`src/rtl/mul_div_iter_if.sv`:
```
// Request/response bundle between the EX-stage pipeline and the iterative
// multiply/divide unit. The pipeline drives through the master modport, the
// unit through the slave modport.
// Optional feature macro: MUL_DIV_MADD_EN (adds the hilo_i accumulator input).
interface mul_div_iter_if #(
    parameter int WIDTH = 32
);
    logic                 start_i;
    logic                 annul_i;
    logic [1:0]           op_i;
    logic                 signed_i;
    logic [WIDTH-1:0]     opa_i;
    logic [WIDTH-1:0]     opb_i;
`ifdef MUL_DIV_MADD_EN
    logic [2*WIDTH-1:0]   hilo_i;
`endif
    logic                 busy_o;
    logic                 ready_o;
    logic                 div_zero_o;
    logic [2*WIDTH-1:0]   result_o;

    modport master (
`ifdef MUL_DIV_MADD_EN
        output hilo_i,
`endif
        output start_i, annul_i, op_i, signed_i, opa_i, opb_i,
        input  busy_o, ready_o, div_zero_o, result_o
    );

    modport slave (
`ifdef MUL_DIV_MADD_EN
        input  hilo_i,
`endif
        input  start_i, annul_i, op_i, signed_i, opa_i, opb_i,
        output busy_o, ready_o, div_zero_o, result_o
    );
endinterface

```
`src/rtl/mul_div_iter.sv`:
```
// Iterative radix-2 multiply / restoring divide unit for the EX stage.
// Signed operands are converted to magnitudes at accept, the core iterates
// unsigned for WIDTH cycles, and the sign is restored in a single FIX cycle.
// Result layout: mul -> full product, div -> {remainder, quotient}.
// Optional feature macro: MUL_DIV_MADD_EN (op 11 = multiply then add hilo_i).
module mul_div_iter #(
    parameter int WIDTH = 32
) (
    input  logic          clk,
    input  logic          rst,
    mul_div_iter_if.slave bus
);
    localparam int CNT_W = $clog2(WIDTH) + 1;
    localparam int W2    = 2 * WIDTH;

    localparam logic [1:0] OP_MUL  = 2'b01;
    localparam logic [1:0] OP_DIV  = 2'b10;
    localparam logic [1:0] OP_MADD = 2'b11;
    localparam logic [CNT_W-1:0] CNT_LAST = CNT_W'(WIDTH - 1);

    typedef enum logic [1:0] {
        S_IDLE = 2'd0,
        S_BUSY = 2'd1,
        S_FIX  = 2'd2,
        S_DONE = 2'd3
    } state_t;

    state_t             state_r;
    state_t             state_next_s;

    logic [1:0]         op_r;
    logic               neg_a_r;
    logic               neg_b_r;
    logic               zero_r;
    logic [CNT_W-1:0]   cnt_r;
    logic [W2-1:0]      a_r;        // mul: shifting multiplicand
    logic [WIDTH-1:0]   b_r;        // mul: shifting multiplier, div: divisor
    logic [W2-1:0]      acc_r;      // mul: product, div: {remainder, quotient}
`ifdef MUL_DIV_MADD_EN
    logic [W2-1:0]      hilo_r;
`endif
    logic               busy_r;
    logic               ready_r;
    logic               dz_r;
    logic [W2-1:0]      result_r;

    logic               op_legal_s;
    logic               accept_s;
    logic               div_zero_s;
    logic [WIDTH-1:0]   mag_a_s;
    logic [WIDTH-1:0]   mag_b_s;
    logic [W2-1:0]      mul_sum_s;
    logic [WIDTH+1:0]   div_diff_s;
    logic [W2-1:0]      fix_result_s;
    logic [WIDTH-1:0]   quo_s;
    logic [WIDTH-1:0]   rem_s;

    // Two's-complement magnitude of an operand when its sign is to be honoured.
    function automatic logic [WIDTH-1:0] mag_fn(input logic [WIDTH-1:0] v, input logic neg);
        mag_fn = neg ? (-v) : v;
    endfunction

    // Accept qualification and operand magnitude conversion.
    always_comb begin
        op_legal_s = 1'b0;
        case (bus.op_i)
            OP_MUL:  op_legal_s = 1'b1;
            OP_DIV:  op_legal_s = 1'b1;
`ifdef MUL_DIV_MADD_EN
            OP_MADD: op_legal_s = 1'b1;
`endif
            default: op_legal_s = 1'b0;
        endcase
        accept_s   = (state_r == S_IDLE) & bus.start_i & ~bus.annul_i & op_legal_s;
        div_zero_s = (bus.op_i == OP_DIV) & (bus.opb_i == '0);
        mag_a_s    = mag_fn(bus.opa_i, bus.signed_i & bus.opa_i[WIDTH-1]);
        mag_b_s    = mag_fn(bus.opb_i, bus.signed_i & bus.opb_i[WIDTH-1]);
    end

    // One iteration of shift-add multiply and restoring-divide trial subtract.
    always_comb begin
        mul_sum_s  = acc_r + a_r;
        // {remainder, next dividend bit} minus divisor; MSB set means borrow.
        div_diff_s = {1'b0, acc_r[W2-1:WIDTH-1]} - {2'b00, b_r};
    end

    // Sign correction (and optional accumulate) applied in the FIX cycle.
    always_comb begin
        quo_s        = acc_r[WIDTH-1:0];
        rem_s        = acc_r[W2-1:WIDTH];
        fix_result_s = '0;
        if (zero_r) begin
            fix_result_s = '0;
        end else if (op_r == OP_DIV) begin
            quo_s        = (neg_a_r ^ neg_b_r) ? (-acc_r[WIDTH-1:0]) : acc_r[WIDTH-1:0];
            rem_s        = neg_a_r ? (-acc_r[W2-1:WIDTH]) : acc_r[W2-1:WIDTH];
            fix_result_s = {rem_s, quo_s};
        end else begin
            fix_result_s = (neg_a_r ^ neg_b_r) ? (-acc_r) : acc_r;
`ifdef MUL_DIV_MADD_EN
            if (op_r == OP_MADD) begin
                fix_result_s = fix_result_s + hilo_r;
            end else begin
                fix_result_s = fix_result_s;
            end
`endif
        end
    end

    // FSM state register.
    always_ff @(posedge clk or negedge rst) begin
        if (!rst) begin
            state_r <= S_IDLE;
        end else begin
            state_r <= state_next_s;
        end
    end

    // FSM next-state decode.
    always_comb begin
        state_next_s = state_r;
        case (state_r)
            S_IDLE: begin
                if (accept_s) begin
                    state_next_s = div_zero_s ? S_FIX : S_BUSY;
                end else begin
                    state_next_s = S_IDLE;
                end
            end
            S_BUSY: begin
                if (bus.annul_i) begin
                    state_next_s = S_IDLE;
                end else if (cnt_r == CNT_LAST) begin
                    state_next_s = S_FIX;
                end else begin
                    state_next_s = S_BUSY;
                end
            end
            S_FIX: begin
                if (bus.annul_i) begin
                    state_next_s = S_IDLE;
                end else begin
                    state_next_s = S_DONE;
                end
            end
            S_DONE: begin
                if (!bus.start_i) begin
                    state_next_s = S_IDLE;
                end else begin
                    state_next_s = S_DONE;
                end
            end
            default: state_next_s = S_IDLE;
        endcase
    end

    // Datapath: operand capture, iteration, result registration and outputs.
    always_ff @(posedge clk or negedge rst) begin
        if (!rst) begin
            op_r     <= 2'b00;
            neg_a_r  <= 1'b0;
            neg_b_r  <= 1'b0;
            zero_r   <= 1'b0;
            cnt_r    <= '0;
            a_r      <= '0;
            b_r      <= '0;
            acc_r    <= '0;
`ifdef MUL_DIV_MADD_EN
            hilo_r   <= '0;
`endif
            busy_r   <= 1'b0;
            ready_r  <= 1'b0;
            dz_r     <= 1'b0;
            result_r <= '0;
        end else begin
            case (state_r)
                S_IDLE: begin
                    if (accept_s) begin
                        op_r    <= bus.op_i;
                        neg_a_r <= bus.signed_i & bus.opa_i[WIDTH-1];
                        neg_b_r <= bus.signed_i & bus.opb_i[WIDTH-1];
                        zero_r  <= div_zero_s;
                        cnt_r   <= '0;
                        b_r     <= mag_b_s;
                        busy_r  <= 1'b1;
`ifdef MUL_DIV_MADD_EN
                        hilo_r  <= bus.hilo_i;
`endif
                        if (bus.op_i == OP_DIV) begin
                            a_r   <= '0;
                            acc_r <= {{WIDTH{1'b0}}, mag_a_s};
                        end else begin
                            a_r   <= {{WIDTH{1'b0}}, mag_a_s};
                            acc_r <= '0;
                        end
                    end
                end
                S_BUSY: begin
                    if (bus.annul_i) begin
                        busy_r <= 1'b0;
                    end else begin
                        cnt_r <= cnt_r + {{(CNT_W-1){1'b0}}, 1'b1};
                        if (op_r == OP_DIV) begin
                            if (div_diff_s[WIDTH+1]) begin
                                acc_r <= {acc_r[W2-2:0], 1'b0};
                            end else begin
                                acc_r <= {div_diff_s[WIDTH-1:0], acc_r[WIDTH-2:0], 1'b1};
                            end
                        end else begin
                            if (b_r[0]) begin
                                acc_r <= mul_sum_s;
                            end
                            a_r <= {a_r[W2-2:0], 1'b0};
                            b_r <= {1'b0, b_r[WIDTH-1:1]};
                        end
                    end
                end
                S_FIX: begin
                    busy_r <= 1'b0;
                    if (!bus.annul_i) begin
                        ready_r  <= 1'b1;
                        dz_r     <= zero_r;
                        result_r <= fix_result_s;
                    end
                end
                S_DONE: begin
                    if (!bus.start_i) begin
                        ready_r  <= 1'b0;
                        dz_r     <= 1'b0;
                        result_r <= '0;
                    end
                end
                default: begin
                    busy_r   <= 1'b0;
                    ready_r  <= 1'b0;
                    dz_r     <= 1'b0;
                    result_r <= '0;
                end
            endcase
        end
    end

    assign bus.busy_o     = busy_r;
    assign bus.ready_o    = ready_r;
    assign bus.div_zero_o = dz_r;
    assign bus.result_o   = result_r;

endmodule
```
`src/flat_wrapper.sv`:
```
// flat-port wrapper written by rule: the top's interface ports become plain ports
module mul_div_iter_flat 
#(
    parameter int WIDTH = 32
)
  (clk, rst, bus_start_i, bus_annul_i, bus_op_i, bus_signed_i, bus_opa_i, bus_opb_i, bus_busy_o, bus_ready_o, bus_div_zero_o, bus_result_o);
  mul_div_iter_if #(.WIDTH(WIDTH)) bus_i ();
  input  logic clk;
  input  logic rst;
  input wire logic [$bits(bus_i.start_i)-1:0] bus_start_i;
  input wire logic [$bits(bus_i.annul_i)-1:0] bus_annul_i;
  input wire logic [$bits(bus_i.op_i)-1:0] bus_op_i;
  input wire logic [$bits(bus_i.signed_i)-1:0] bus_signed_i;
  input wire logic [$bits(bus_i.opa_i)-1:0] bus_opa_i;
  input wire logic [$bits(bus_i.opb_i)-1:0] bus_opb_i;
  output wire logic [$bits(bus_i.busy_o)-1:0] bus_busy_o;
  output wire logic [$bits(bus_i.ready_o)-1:0] bus_ready_o;
  output wire logic [$bits(bus_i.div_zero_o)-1:0] bus_div_zero_o;
  output wire logic [$bits(bus_i.result_o)-1:0] bus_result_o;
  assign bus_i.start_i = bus_start_i;
  assign bus_i.annul_i = bus_annul_i;
  assign bus_i.op_i = bus_op_i;
  assign bus_i.signed_i = bus_signed_i;
  assign bus_i.opa_i = bus_opa_i;
  assign bus_i.opb_i = bus_opb_i;
  assign bus_busy_o = bus_i.busy_o;
  assign bus_ready_o = bus_i.ready_o;
  assign bus_div_zero_o = bus_i.div_zero_o;
  assign bus_result_o = bus_i.result_o;
  mul_div_iter #(.WIDTH(WIDTH)) u_core (.clk(clk), .rst(rst), .bus(bus_i));
endmodule
```
`config.mk`:
```
export PLATFORM = sky130hd
export DESIGN_NAME = mul_div_iter_flat
export DESIGN_NICKNAME = d
export VERILOG_FILES = /design/src/rtl/mul_div_iter_if.sv /design/src/rtl/mul_div_iter.sv /design/src/flat_wrapper.sv
export SDC_FILE = /design/constraint.sdc
export NUM_CORES = 1
export LEC_CHECK = 0
export CAP_MARGIN = 0
export CORE_MARGIN = 4
export CORE_UTILIZATION = 40
export DETAILED_ROUTE_END_ITERATION = 16
export GPL_TIMING_DRIVEN = 0
export PLACE_DENSITY = 0.61
export SYNTH_ARGS = -nofsm -noshare
export SYNTH_HDL_FRONTEND = slang
export SYNTH_SLANG_ARGS = --single-unit
```
`constraint.sdc`:
```
create_clock -name clk -period 4.75 [get_ports clk]
set_clock_uncertainty 0.2 [all_clocks]
set_input_delay 0.7125 -clock clk [delete_from_list [all_inputs] [get_ports clk]]
set_output_delay 0.7125 -clock clk [all_outputs]
set_load 0.05 [all_outputs]
```
==> results of run 1 <==
cell type report:
class	instances	area [um^2]	area share
well taps	600	751	0.0341
flip-flops and latches	240	6010	0.273
inverters	81	304	0.0138
multi-input cells	1861	11900	0.539
clock inverters	21	285	0.0130
repair buffers	142	1460	0.0663
clock buffers	36	825	0.0375
plain buffers	137	522	0.0237
worst paths after layout:
check,startpoint,depth (start not counted),endpoint
max reg2reg,u_core.acc_r[2],11,u_core.acc_r[47]
min,u_core.bus.result_o[32],2,u_core.bus.result_o[32]
min reg2reg,u_core.bus.result_o[32],2,u_core.bus.result_o[32]
max in group asynchronous,rst,3,u_core.a_r[51]
max,bus_op_i[0],11,u_core.acc_r[49]
min in group asynchronous,rst,2,u_core.a_r[15]
power by group through the flow:
stage / Sequential (mW) / Clock, mW / Combinational, mW
CTS: 3.40 / 2.61 / 7.53
global placement: 3.41 / 0 / 7.40
finish: 3.43 / 2.57 / 7.62
floorplan: 3.76 / 0 / 4.72
global route: 3.50 / 2.69 / 8.34
detailed placement: 3.44 / 0 / 7.50
cells in the final DEF, fill, tap and decap left out, types with 11 or more instances in the layout:
cell and instances:
nor4_1 16, o31ai_1 24, nand2_1 293, mux2i_1 21, o211ai_1 15, or3_1 21, nand3_1 37, a21oi_1 218
nor3_1 38, nand2b_1 16, a31oi_1 32, nand4_1 25, clkbuf_16 31, a221oi_1 17, o21ai_0 265, and3_1 14
clkdlybuf4s50_1 136, inv_1 80, and2_1 11, xor2_1 75, o21bai_1 21, a22oi_1 53, ha_1 106, a22o_1 32
o21ai_1 21, nor2_1 151, a21o_1 54, xnor2_1 126, a211oi_1 16, dfrtp_1 240, clkbuf_1 129, o21a_1 12
registers in the layout, summed over array words and instances (netlist names):
name	flops
u_core.a_r	64
u_core.acc_r	64
u_core.b_r	32
u_core.bus.busy_o	1
u_core.bus.div_zero_o	1
u_core.bus.ready_o	1
u_core.bus.result_o	64
u_core.cnt_r	6
u_core.neg_a_r	1
u_core.neg_b_r	1
u_core.op_r	2
u_core.state_r	2
u_core.zero_r	1
layer usage:
metal,vias up,global-route usage
met4,2,0.0774
met3,123,0.0469
li1,8783,-
met5,-,0
met1,8904,0.390
met2,751,0.410
repair_timing:
item / 4_1_cts / 5_1_grt
hold endpoints to repair: 78 / 0
hold buffers: 1 / 0
setup endpoints to repair: 13 / 19
cloned: 0 / 0
gates resized for setup: 1 / 4
cells by family after synthesis:
kind of cell,Yosys count,share of synthesized area
compound gates,858,0.287
simple gates,673,0.169
flops,240,0.322
buf+inv,218,0.0442
xor+xnor,201,0.0943
fa+ha+maj,108,0.0732
mux,21,0.0113
worst max-delay path, cell delays in order:
cell and delay, ns:
clkdlybuf4s50_1 0.45, inv_1 0.05, ha_1 0.33, nor4b_4 0.71, a21oi_1 0.20, a21oi_2 0.45, o21ai_1 0.40, nor2_2 0.58
clkbuf_1 0.63, a22oi_1 0.23, o21ai_0 0.13
==> metrics.md, run 1 <==
| Metric | Value |
|---|---|
| Result of the run | `completed` |
| Distinct cell type count after synthesis | `83` |
| Wire per inst | `22.3 um` |
| Met2 WL | `roughly 30 mm` |
| Final setup viols | `0` |
| First-pass GRT wire length | `roughly 110 mm` |
| Cell internal pwr | `roughly 7 mW` |
| Area Growth Syn to Fin | `17.9%` |
| Worst Setup End Kind | `flop` |
| Root buffer cell | `clkbuf_16` |
| NetSw | `6.73 mW` |
| # DRC | `0` |
| Part of the power in registers | `0.252` |
| Tightest Pin Transition | `1.08 ns` |
| Unrepaired setup endpoints after global routing | `false` |
| Die Height | `224 um` |
| Core area | `about 46000 um^2` |
| Full die area | `50200 um^2` |
| Clock share of power | `0.189` |
| Total Power | `13.6 mW` |
| Nets | `2673` |
| CTS tree | `done` |
| DR iter-0 viols | `1974` |
| Largest net degree at the start of global routing | `92` |
| Post-Synthesis Cells | `2319` |
| Worst Path Max Fanout | `10` |
| Largest cells by area after synthesis | `dfrtp_1 32%, o21ai_0 7.1%, ha_1 7.1%, xnor2_1 5.9%, nand2_1 5.9%` |
| Async S/R FF share, synth | `1.00` |
| Met1 wire length | `31.7 mm` |
| Highest routed layer | `met5` |
| Place WS | `-0.794 ns` |
| Max clock buf depth | `3` |
| Reg2reg setup slack | `about 0.20 ns` |
| Vias/cell | `5.95` |
| Register area share after synthesis | `0.322` |
| Routability cong. | `0.999` |
| Share of the synthesized area in the top cell type | `0.322` |
| Syn avg cell area | `8.05 um^2` |
| Remaining antenna violation count | `0` |
| CP startpoint kind | `input pin` |
| Io pins | `138` |
| Comb pwr share | `0.559` |
| Final setup margin | `0.143 ns` |
| Yosys synthesis warning count | `0` |
| Site row count | `78` |
| CTS Buf Count | `31` |
| EDFF count, synth | `0` |
| IO Port Bufs | `137` |
| CP required | `5.04 ns` |
| Worst skew pair latency | `roughly 0.6 ns` |
| Slew Viols, Final | `0` |
| Worst hold slack | `0.279 ns` |
| Drt first pass iters | `6` |
| Syn_nets | `between 2000 and 2500` |
| Main flop type after synthesis | `dfrtp_1` |
| Final hold vios | `0` |
| Mapped Area | `between 15000 and 20000 um^2` |
| Area after DPL | `20900 um^2` |
| Pwr per Cell Area | `619 nW/um^2` |
| Final period util | `0.970` |
| Clock period minus worst slack | `4.61 ns` |
| Max VDD drop | `just over 0.4 mV` |
| Switching part of the total | `0.494` |
| CTS clock-pin slew for the worst setup and hold paths | `0.06 ns` |
| H-Tree Depth | `1` |
| Final Cell Area | `22000 um^2` |
| Clock Sinks | `240` |
| Flops & latches, synth | `240` |
| DIE WIDTH | `224 um` |
| Achievable frequency | `217 MHz` |
| Met3 WL | `5.88 mm` |
| Vias in the first global route | `18300` |
| Antenna Cells | `0` |
| Layout cell share with drive strength beyond 1 | `0.0377` |
| All-layer global routing usage | `0.268` |
| Lkg Pwr | `about 9.5 nW` |
| Dpl cells | `just over 3000` |
| Crit path DAT | `4.89 ns` |
| Yosys top cell by area | `dfrtp_1` |
| Slew HR | `0.273` |
| Via Count | `between 15000 and 20000` |
| Fillcell total | `between 4000 and 5000` |
| Hold WC Path Type | `flop to flop` |
| Initial antenna violation count | `1` |
| DP HPWL | `55.2 mm` |
| Initial Util | `0.408` |
| Top-count cell post-synth | `nand2_1` |
| Util after Layout | `0.481` |
| Crit Path Class | `input pin to flop` |
| Finished Layout Cells | `3118` |
| TNS Setup | `0 ns` |
| Max-cap violations | `0` |
| Final WL | `69.4 mm` |
| # Post-CTS Setup Buffers | `0` |
| GR Overflow Total | `0` |
| Most frequent cells after synthesis | `293 x nand2_1, 265 x o21ai_0, 240 x dfrtp_1, 218 x a21oi_1, 152 x nor2_1` |
Power figures use the tool's default switching activity.
==> run 2: changes to the inputs <==
SKIP_CTS_REPAIR_TIMING = 1   (was default)
==> run 2 against run 1 <==
  * Register-to-register slack gained 0.02 ns
  * Critical path type unchanged
  * Non-clock buffer count stayed put
  * Worst hold slack hardly changed
  * Cell count unchanged
  * Cell area is the same
  * Die area unchanged
  * Routed wire length up 0.11%
  * Via count rose by 0.36%
  * Setup slack got worse by 0.0074 ns
  * Critical endpoint unchanged
  * Maximum frequency is 0.16% lower
  * Count of clock-buffer cells in the layout did not move
  * Global-route usage barely moved
==> metrics.md, run 2 (synthesis gave the netlist of run 1 again) <==
| Metric | Value |
|---|---|
| Root buffer cell | `clkbuf_16` |
| Max VDD drop | `0.404 mV` |
| All-layer global routing usage | `0.268` |
| CP required | `5.04 ns` |
| CP startpoint kind | `input pin` |
| Unrepaired setup endpoints after global routing | `false` |
| Commonest non-fill, non-tap cell in the layout | `nand2_1` |
| H-Tree Depth | `1` |
| Vias/cell | `5.97` |
| Fillcell total | `4444` |
| Max-cap violations | `0` |
| Dpl cells | `3060` |
| Area after DPL | `20900 um^2` |
| Final setup margin | `0.136 ns` |
| Slew HR | `0.272` |
| Crit path DAT | `4.90 ns` |
| Core area | `45800 um^2` |
| Pwr per Cell Area | `619 nW/um^2` |
| Via Count | `~19000` |
| Max clock buf depth | `3` |
| Site row count | `78` |
| Nets | `2673` |
| Achievable frequency | `217 MHz` |
| Final hold vios | `0` |
| Clock period minus worst slack | `4.61 ns` |
| IO Port Bufs | `137` |
| DP HPWL | `approximately 55 mm` |
| Drt first pass iters | `6` |
| Most frequent cells in the layout | `293 x nand2_1, 265 x o21ai_0, 240 x dfrtp_1` |
| Finished Layout Cells | `3118` |
| Lkg Pwr | `9.49 nW` |
| DR iter-0 viols | `1976` |
| CTS tree | `done` |
| Initial Util | `0.408` |
| Remaining antenna violation count | `0` |
| Final setup viols | `0` |
| Io pins | `138` |
| Wire per inst | `~22 um` |
| CTS Buf Count | `31` |
| Initial antenna violation count | `1` |
| Largest net degree at the start of global routing | `92` |
| Worst Path Max Fanout | `10` |
| Vias in the first global route | `18200` |
| Worst skew pair latency | `0.59 ns` |
| # DRC | `0` |
| DIE WIDTH | `roughly 220 um` |
| Final period util | `0.971` |
| Result of the run | `completed` |
| Die Height | `224 um` |
| Final WL | `between 60 and 70 mm` |
| Crit Path Class | `input pin to flop` |
| Hold WC Path Type | `flop to flop` |
| Full die area | `~50000 um^2` |
| Slew Viols, Final | `0` |
| Routability cong. | `0.999` |
| Layout cell share with drive strength beyond 1 | `0.0377` |
| Tightest Pin Transition | `between 1 and 1.5 ns` |
| GR Overflow Total | `0` |
| Worst Setup End Kind | `flop` |
| First-pass GRT wire length | `107 mm` |
| Util after Layout | `0.481` |
| FF+latch area | `6010 um^2` |
| CTS clock-pin slew for the worst setup and hold paths | `0.06 ns` |
| Area Growth Syn to Fin | `17.9%` |
| Multi-input gate area | `11900 um^2` |
| Clock Sinks | `240` |
| Antenna Cells | `0` |
| Place WS | `-0.794 ns` |
| Final Cell Area | `22000 um^2` |
run 2: cell counts in the layout (fill, tap and decap cells not counted):
Identical to the previous run, type by type.
run 2: path summary, 6_finish.rpt:
kind                                         start                       to  slack [ns]  depth (start not counted)
setup / recovery                       bus_op_i[0]         u_core.acc_r[49]        0.14                         11
hold / removal             u_core.bus.result_o[32]  u_core.bus.result_o[32]        0.28                          2
setup reg to reg                   u_core.acc_r[2]         u_core.acc_r[47]        0.22                         11
hold reg to reg            u_core.bus.result_o[32]  u_core.bus.result_o[32]        0.28                          2
max in group asynchronous                      rst           u_core.a_r[45]        2.99                          3
min in group asynchronous                      rst           u_core.a_r[15]        0.49                          2
run 2: area by class of cell:
cell class                 instances  share of cell area
buffer                           137              0.0237
clock buffer                      36              0.0375
clock inverter                    21              0.0130
inverter                          81              0.0138
multi-input combinational       1861               0.539
sequential                       240               0.273
tap                              600              0.0341
timing repair buffer             142              0.0663
run 2: critical path, cell delays in order:
cell and delay (ns):
clkdlybuf4s50_1 0.45, inv_1 0.05, ha_1 0.33, nor4b_4 0.70
a21oi_1 0.20, a21oi_2 0.45, o21ai_1 0.40, nor2_2 0.60
clkbuf_1 0.62, a22oi_1 0.23, o21ai_0 0.13
run 2: metrics by stage:
stage          hold WS, ns  total power, mW  setup TNS [ns]
3_5_place_dp         0.271             10.9          -43.27
2_1_floorplan        0.217             8.48               0
4_1_cts            -0.0864             13.5           -1.64
3_3_place_gp         0.263             10.8        -1928.66
6_report             0.279             13.6               0
5_1_grt              0.305             14.5               0
run 2: routing by layer:
| layer | part of all wire | wire length, um | track usage | vias to the layer above |
|---|---|---|---|---|
| met3 | 0.085 | 5930 | 0.0469 | 125 |
| met1 | 0.46 | 31700 | 0.390 | 8951 |
| met2 | 0.43 | 30000 | 0.409 | 771 |
| li1 | - | - | - | 8780 |
| met5 | 0.00012 | 8 | 0 | - |
| met4 | 0.027 | 1880 | 0.0774 | 2 |
run 2: power breakdown:
part | internal, mW | switching, mW
combinational | 2.67 | 4.95
sequential | 2.64 | 0.791
clock | 1.57 | 0.996
total | 6.89 | 6.73
==> run 3: changes to the inputs <==
CORE_UTILIZATION = 55   (was 40)
PLACE_DENSITY = 0.79   (was 0.61)
==> run 3 against run 2 <==
  * Total power is 2.2% lower
  * Sequential power is essentially flat
  * Count of clock-buffer cells in the layout is 1 lower
  * First-iteration DRC count is 8.6% lower
  * Combinational power up 2%
  * Global-route usage grew 9.6 points
==> metrics.md, run 3 (synthesis gave the netlist of run 1 again) <==
| Metric | Value |
|---|---|
| CTS clock-pin slew for the worst setup and hold paths | `0.06 ns` |
| IO Port Bufs | `137` |
| Max stage delay on crit path | `0.87 ns` |
| Crit-path cells | `inv_1 -> ha_1 -> clkbuf_1 -> inv_1 -> o21ai_1 -> clkbuf_1 -> clkbuf_1 -> buf_1 -> nand2_1 -> o21ai_0` |
| Die Height | `between 150 and 200 um` |
| Final setup viols | `0` |
| CP startpoint kind | `flop` |
| Dpl cells | `about 2900` |
| Achievable frequency | `215 MHz` |
| Vias/cell | `6.52` |
| Result of the run | `completed` |
| DIE WIDTH | `192 um` |
| Final hold vios | `0` |
| Finished Layout Cells | `2953` |
| Final WL | `68.1 mm` |
| Layout cell share with drive strength beyond 1 | `0.0307` |
| Area Growth Syn to Fin | `15.5%` |
| Wire per inst | `23.1 um` |
| Slew HR | `0.282` |
| Routability cong. | `~0.98` |
| Worst skew pair latency | `0.56 ns` |
| Final period util | `0.980` |
| Worst Setup End Kind | `flop` |
| Slew Viols, Final | `0` |
| Max-cap violations | `0` |
| Clock Sinks | `between 200 and 250` |
| Root buffer cell | `clkbuf_16` |
| # DRC | `0` |
| Max clock buf depth | `3` |
| Reg2reg start | `u_core.state_r[1]` |
| Crit path DAT | `4.92 ns` |
| RR Endpoint | `u_core.b_r[27]` |
| Full die area | `37000 um^2` |
| Largest net degree at the start of global routing | `98` |
| Worst Path Max Fanout | `10` |
| CP required | `5.01 ns` |
| Io pins | `~140` |
| Initial antenna violation count | `0` |
| DR iter-0 viols | `1806` |
| Remaining antenna violation count | `0` |
| Via Count | `19300` |
| Crit Path Class | `flop to flop` |
| Initial Util | `0.557` |
| Site row count | `67` |
| Hold WC Path Type | `flop to flop` |
| Pwr per Cell Area | `618 nW/um^2` |
| Antenna Cells | `0` |
| Vias in the first global route | `18500` |
| H-Tree Depth | `1` |
| Lkg Pwr | `9.36 nW` |
| Core area | `33500 um^2` |
| Max VDD drop | `0.427 mV` |
| Hold Path End | `u_core.bus.result_o[55]` |
| Nets | `roughly 2700` |
| First-pass GRT wire length | `105 mm` |
| Commonest non-fill, non-tap cell in the layout | `nand2_1` |
| Worst r2r path cells | `10` |
| GR Overflow Total | `0` |
| Most used cell, CP | `clkbuf_1` |
| Drt first pass iters | `7` |
| All-layer global routing usage | `0.364` |
| Most frequent cells in the layout | `293 x nand2_1, 265 x o21ai_0, 240 x dfrtp_1` |
| DP HPWL | `53.6 mm` |
| Hold path start | `u_core.bus.result_o[55]` |
| CTS Buf Count | `27` |
| Clock period minus worst slack | `4.66 ns` |
| Worst hold slack | `between 0.2 and 0.3 ns` |
| CTS tree | `done` |
| Hold Path Depth | `2` |
| Unrepaired setup endpoints after global routing | `false` |
| CP max stage cell | `clkbuf_1` |
| Reg2reg setup slack | `0.09 ns` |
| Tightest Pin Transition | `about 1.1 ns` |
run 3: routing by layer:
layer  vias to the layer above  wire [um]  track usage
li1                       8765          -            -
met3                       156       6730       0.0692
met1                      9320      29700        0.520
met5                         -          0            0
met2                      1026      29400        0.559
met4                         0       2280        0.117
run 3: worst max-delay path by stage:
stage          depth (start not counted)          endpoint  slack, ns              start
2_1_floorplan                         12    u_core.b_r[30]       1.45       bus_opb_i[0]
3_3_place_gp                           1    u_core.a_r[19]      -7.46                rst
6_report                              10    u_core.b_r[27]       0.09  u_core.state_r[1]
5_1_grt                               10    u_core.b_r[28]       0.04  u_core.state_r[1]
4_1_cts                               11  u_core.acc_r[49]       0.08        bus_op_i[0]
3_5_place_dp                          11  u_core.acc_r[49]      -0.47        bus_op_i[0]
run 3: worst max-delay path: cells and delay by family, from the launching register on:
| kind | cells | cell delay, ns |
|---|---|---|
| buffers and inverters | 6 | 2.94 |
| AOI/OAI and AO/OA | 2 | 0.72 |
| DFF | 1 | 0.40 |
| adders and majority gates | 1 | 0.17 |
| and+or+nand+nor | 1 | 0.11 |
run 3: cell type report:
cell class                      instances  area, um^2
Fill cell                            2914       12000
Multi-Input combinational cell       1861       11900
Sequential cell                       240        6010
Timing Repair Buffer                  141        1450
Clock buffer                           35         726
Tap cell                              448         561
Buffer                                137         520
Inverter                               81         304
Clock inverter                         10         131
run 3: power breakdown:
| part | total, mW | leakage [nW] | switching (mW) | internal [mW] |
|---|---|---|---|---|
| Clock | 2.11 | 0.420 | 0.877 | 1.23 |
| Sequential | 3.43 | 3.17 | 0.790 | 2.64 |
| Combinational | 7.78 | 5.77 | 5.11 | 2.67 |
run 3: through the flow:
step	total power [mW]	setup slack (ns)	utilization	instance area (um^2)	TNS [ns]
after floorplan	8.48	1.45	-	18700	0
after detailed placement	11.0	-0.469	0.617	20700	-16.27
final	13.3	0.0935	0.643	21600	0
after global routing	14.1	0.0415	0.643	21600	0
after global placement	10.8	-7.46	0.614	20600	-1790.21
after CTS	13.1	0.0838	0.642	21500	0
